File: src/rtl/i2s_tx_sample_buffer.sv
// First-word-fall-through sample FIFO that feeds an I2S transmitter.
// It adds a hysteresis start flag and underrun detection and counting.
module i2s_tx_sample_buffer #(
  parameter  int DEPTH   = 64,
  parameter  int HIGH_WM = 32,
  localparam int LW      = $clog2(DEPTH + 1)
) (
  input  logic          clk_i,
  input  logic          rst_ni,
  input  logic          flush_i,
  input  logic [23:0]   wr_data_i,
  input  logic          wr_valid_i,
  output logic          wr_ready_o,
  output logic [23:0]   ram_data_o,
  output logic          ram_valid_o,
  input  logic          ram_ready_i,
  output logic          buffer_ready_o,
  output logic [LW-1:0] level_o,
  output logic          underrun_o,
  output logic [15:0]   underrun_cnt_o
);
  localparam int AW = $clog2(DEPTH);

  typedef enum logic {ST_IDLE, ST_ARMED} st_e;

  logic [23:0]   r_mem [DEPTH];
  logic [AW-1:0] r_wr_ptr, r_rd_ptr;
  logic [LW-1:0] r_level;
  logic          r_underrun;
  logic [15:0]   r_underrun_cnt;
  st_e           r_state, w_state_nxt;

  logic w_push, w_pop, w_underrun;

  assign wr_ready_o     = (r_level < LW'(DEPTH));
  assign ram_valid_o    = (r_level != '0);
  assign ram_data_o     = ram_valid_o ? r_mem[r_rd_ptr] : 24'h000000;
  assign level_o        = r_level;
  assign buffer_ready_o = (r_state == ST_ARMED);
  assign underrun_o     = r_underrun;
  assign underrun_cnt_o = r_underrun_cnt;

  // A flush discards any push or pop in its cycle. An underrun is not a pop,
  // so it is still counted.
  assign w_push     = wr_valid_i & wr_ready_o & ~flush_i;
  assign w_pop      = ram_ready_i & ram_valid_o & ~flush_i;
  assign w_underrun = ram_ready_i & ~ram_valid_o;

  // Sample storage is left unreset. Reads are masked while the FIFO is empty.
  always_ff @(posedge clk_i) begin
    if (w_push) r_mem[r_wr_ptr] <= wr_data_i;
  end

  always_ff @(posedge clk_i or negedge rst_ni) begin
    if (!rst_ni) begin
      r_wr_ptr <= '0;
      r_rd_ptr <= '0;
      r_level  <= '0;
    end else if (flush_i) begin
      r_wr_ptr <= '0;
      r_rd_ptr <= '0;
      r_level  <= '0;
    end else begin
      if (w_push) r_wr_ptr <= r_wr_ptr + AW'(1);
      if (w_pop)  r_rd_ptr <= r_rd_ptr + AW'(1);
      case ({w_push, w_pop})
        2'b10:   r_level <= r_level + LW'(1);
        2'b01:   r_level <= r_level - LW'(1);
        default: r_level <= r_level;
      endcase
    end
  end

  always_ff @(posedge clk_i or negedge rst_ni) begin
    if (!rst_ni) begin
      r_underrun     <= 1'b0;
      r_underrun_cnt <= '0;
    end else begin
      r_underrun <= w_underrun;
      if (w_underrun && (r_underrun_cnt != 16'hFFFF))
        r_underrun_cnt <= r_underrun_cnt + 16'd1;
    end
  end

  always_ff @(posedge clk_i or negedge rst_ni) begin
    if (!rst_ni) r_state <= ST_IDLE;
    else         r_state <= w_state_nxt;
  end

  // The flag arms and disarms from the registered level, so it lags it by one edge.
  always_comb begin
    w_state_nxt = r_state;
    if (flush_i) begin
      w_state_nxt = ST_IDLE;
    end else begin
      case (r_state)
        ST_IDLE:  if (r_level >= LW'(HIGH_WM)) w_state_nxt = ST_ARMED;
        ST_ARMED: if (r_level == '0)           w_state_nxt = ST_IDLE;
        default:  w_state_nxt = ST_IDLE;
      endcase
    end
  end

endmodule

File: config.mk
export PLATFORM = sky130hd
export DESIGN_NAME = i2s_tx_sample_buffer
export DESIGN_NICKNAME = d
export VERILOG_FILES = /design/src/rtl/i2s_tx_sample_buffer.sv
export SDC_FILE = /design/constraint.sdc
export NUM_CORES = 2
export LEC_CHECK = 0
export CORE_UTILIZATION = 50
export CTS_BUF_LIST = sky130_fd_sc_hd__clkbuf_16
export DETAILED_ROUTE_END_ITERATION = 10
export PLACE_DENSITY = 0.66
export SYNTH_ARGS = -nofsm -noshare
export SYNTH_HDL_FRONTEND = slang
export SYNTH_SLANG_ARGS = --single-unit
File: constraint.sdc
create_clock -name clk_i -period 3.7 [get_ports clk_i]
set_clock_uncertainty 0.05 [all_clocks]
set_input_delay 0.925 -clock clk_i [delete_from_list [all_inputs] [get_ports clk_i]]
set_output_delay 0.925 -clock clk_i [all_outputs]
set_load 0.01 [all_outputs]
==> results by group <==
Setup path
  – Crit-path cells: buf_12, buf_16, buf_6, buf_16, mux4_2, mux4_2, o21a_1, o32a_1, buf_2
  – Crit path DAT: 3.48 ns
  – Slowest-stage cell, CP: mux4_2
  – Crit Path Class: reg -> out
  – Critical path startpoint category: flip-flop
  – Crit-path max cell delay: 0.56 ns
  – Critical path capture point type: output pin
  – CP required: 2.72 ns
  – R2R Setup Slk: 0.59 ns
  – Max FO, Critical Path: 8

Drt
  – Routed vias: 32200
  – Drt drc: 0
  – Remaining antenna violation count: 0
  – Post-Route WL: 165000 um
  – DRT iter0 DRCs: 4327
  – Post-DR vias/cell: 6.36
  – Drt pass-1 iters: 5
  – WL per Instance: 32.6 um

Floorplanning
  – Die X: 351 um
  – Die area: 123000 sq um
  – Ports: 80
  – Rows: 127
  – Die height: 351 um
  – Initial core utilization: 50.6%
  – Core ar.: 120000 sq um

Clock network
  – Worst skew pair latency: 0.77 ns
  – CTS tree: yes
  – Clk buf depth: 3
  – H-tree levels: 4
  – Register clock-pin slew on the reported worst setup and hold paths: 0.07 ns
  – CTS root buf: clkbuf_16
  – Clk sink count: 1573
  – CTS Buf Count: 157

Placement
  – Gpl congestion: 0.873
  – Hpwl dp: 99200 um
  – Area after DPL: 67400 sq um
  – Pre-CTS WS: -0.620 ns
  – Port Buf Inserts: 79
  – Dpl cells: 4703

Status
  – Violations in the final reports: negative setup slack
  – Status: finished, violations left

Timing
  – RSZ-0062 raised after global routing: true
  – Setup tns final: -15.12 ns
  – WHS: 0.254 ns
  – Setup Viol. Count Final: 24
  – Max Clock Freq: 0.225 GHz
  – Final worst setup slack: -0.753 ns
  – Final hold violation count: 0
  – Headroom to the max-slew limit: 17.3%
  – Tightest Pin Transition: 1.24 ns
  – Final Slew Violations: 0
  – Final min period: 4.45 ns
  – Final worst-path cycle share: 120%

Synth
  – Syn avg cell area: 22.1 sq um
  – Async SR Flop Fraction: 2.35%
  – Synth Warn #: 0
  – Netlist cell types: 62
  – Mapped cell area: 61000 sq um
  – Post-synth EDFFs: 1536
  – Dominant synthesized flop cell: edfxtp_1
  – Seq/Total Area, Yosys: 77.2%
  – Cells after Synth: 2757
  – Seq cells post-synth: 1573
  – Syn Nets: 2791

Power
  – Maximum vdd drop: 481 uV
  – Leak pwr: 23.6 nW
  – Power Dens Cells: 640 nW/um^2

Global route
  – GR Util met3: 5.45%
  – First-pass GRT wire length: 232000 um
  – GRT Total Usage: 27.0%
  – GR Layer Usage met1: 38.9%
  – GR Layer Usage met2: 41.4%
  – Largest net degree at the start of global routing: 65
  – Top Usage Layer GRT: met2
  – Initial antenna violation count: 6
  – Vias in the first global route: 32000
  – Grt total ovfl: 0

Finish
  – Final std cells w/o fill: 5063
  – Most frequent cells in the layout: edfxtp_1 (1536), mux4_2 (387), buf_4 (306), clkbuf_16 (161), buf_12 (109)
  – Final Instance Area: 74500 sq um
  – Commonest non-fill, non-tap cell in the layout: edfxtp_1
  – Layout Nets: 3355
  – Share of cells above drive strength 1: 39.1%
  – Area Overhead vs Synth: 22.2%

Min path
  – Path category of the worst min-delay check: in -> async

Run
  – Max-Cap Viols: 0
## report_power, final
part | internal [W] | switching (W) | total (W)
registers | 0.0197 | 0.000111 | 0.0198
logic | 0.00665 | 0.00586 | 0.0125
clock network | 0.00870 | 0.00665 | 0.0154
total | 0.0350 | 0.0126 | 0.0477
## Yosys cell counts, types with 13 or more instances
library cell	number	area share, %
xor2_1	13	0.19
a211oi_1	30	0.37
buf_2	50	0.41
a21oi_1	27	0.22
clkbuf_1	41	0.25
dfrtp_1	37	1.5
nand2_1	55	0.34
nor2_1	118	0.73
nor2b_1	15	0.15
mux2i_1	115	1.9
mux2_2	14	0.26
a22oi_1	22	0.27
nand3_1	15	0.12
o22ai_1	23	0.24
mux4_2	387	14
buf_4	34	0.42
nor3_1	21	0.17
buf_1	17	0.10
edfxtp_1	1536	76
## worst paths after layout
kind	from	end	depth (start not counted)
worst min-delay path	rst_ni	underrun_o	1
max in group asynchronous	rst_ni	r_rd_ptr[1]	1
min in group clk_i	underrun_cnt_o[14]	underrun_cnt_o[14]	1
worst min register to register	underrun_cnt_o[14]	underrun_cnt_o[14]	1
worst max register to register	level_o[0]	level_o[6]	12
worst max-delay path	r_rd_ptr[0]	ram_data_o[19]	9
## flip-flops by register name, summed over array words and instances (netlist names)
signal and flops:
buffer_ready_o 1, r_mem 1536, underrun_cnt_o 16, r_wr_ptr 6, r_rd_ptr 6, level_o 7
underrun_o 1
## layout make-up
type,instances,area [sq um]
clock inverters,127,975
fillers,8161,45900
clock buffers,160,4000
diodes,2,5.00
multi-input cells,1024,14200
well taps,1612,2020
inverters,11,41.3
flip-flops and latches,1573,47100
repair buffers,554,6210
## per-stage QoR
stage          utilization, %  power (W)
3_3_place_gp             56.0     0.0303
4_1_cts                  61.6     0.0475
2_1_floorplan               -     0.0262
6_report                 61.9     0.0477
3_5_place_dp             56.0     0.0305
5_1_grt                  61.9     0.0491
## what timing repair did
item                       in CTS  in global routing
setup endpoints to repair      24                 25
resized for setup             307                 68
buffers inserted               47                 34
hold buffers                    0                  0
gates cloned                   17                  1
pin swaps                      53                 40
## worst max-delay path: cells and delay by family, from the launching register on
kind / cells / cell delay (ns)
muxes: 2 / 0.99
buffers and inverters: 5 / 0.73
AOI/OAI and AO/OA: 2 / 0.44
DFF: 1 / 0.52
## cell families after synthesis
logic type                 synth area share (%)
AOI/OAI and AO/OA                          2.50
xor gates and xnor gates                  0.359
and+or+nand+nor                            2.07
muxes                                      16.4
buffers and inverters                      1.38
DFF                                        77.2
adders and majority gates                 0.103
## per-layer routing
layer	vias up	wire [um]
li1	12800	-
met1	17200	65100
met2	1873	77600
met3	276	17000
met4	2	5200
met5	-	12
No activity file was read; power rests on OpenSTA's default activity.
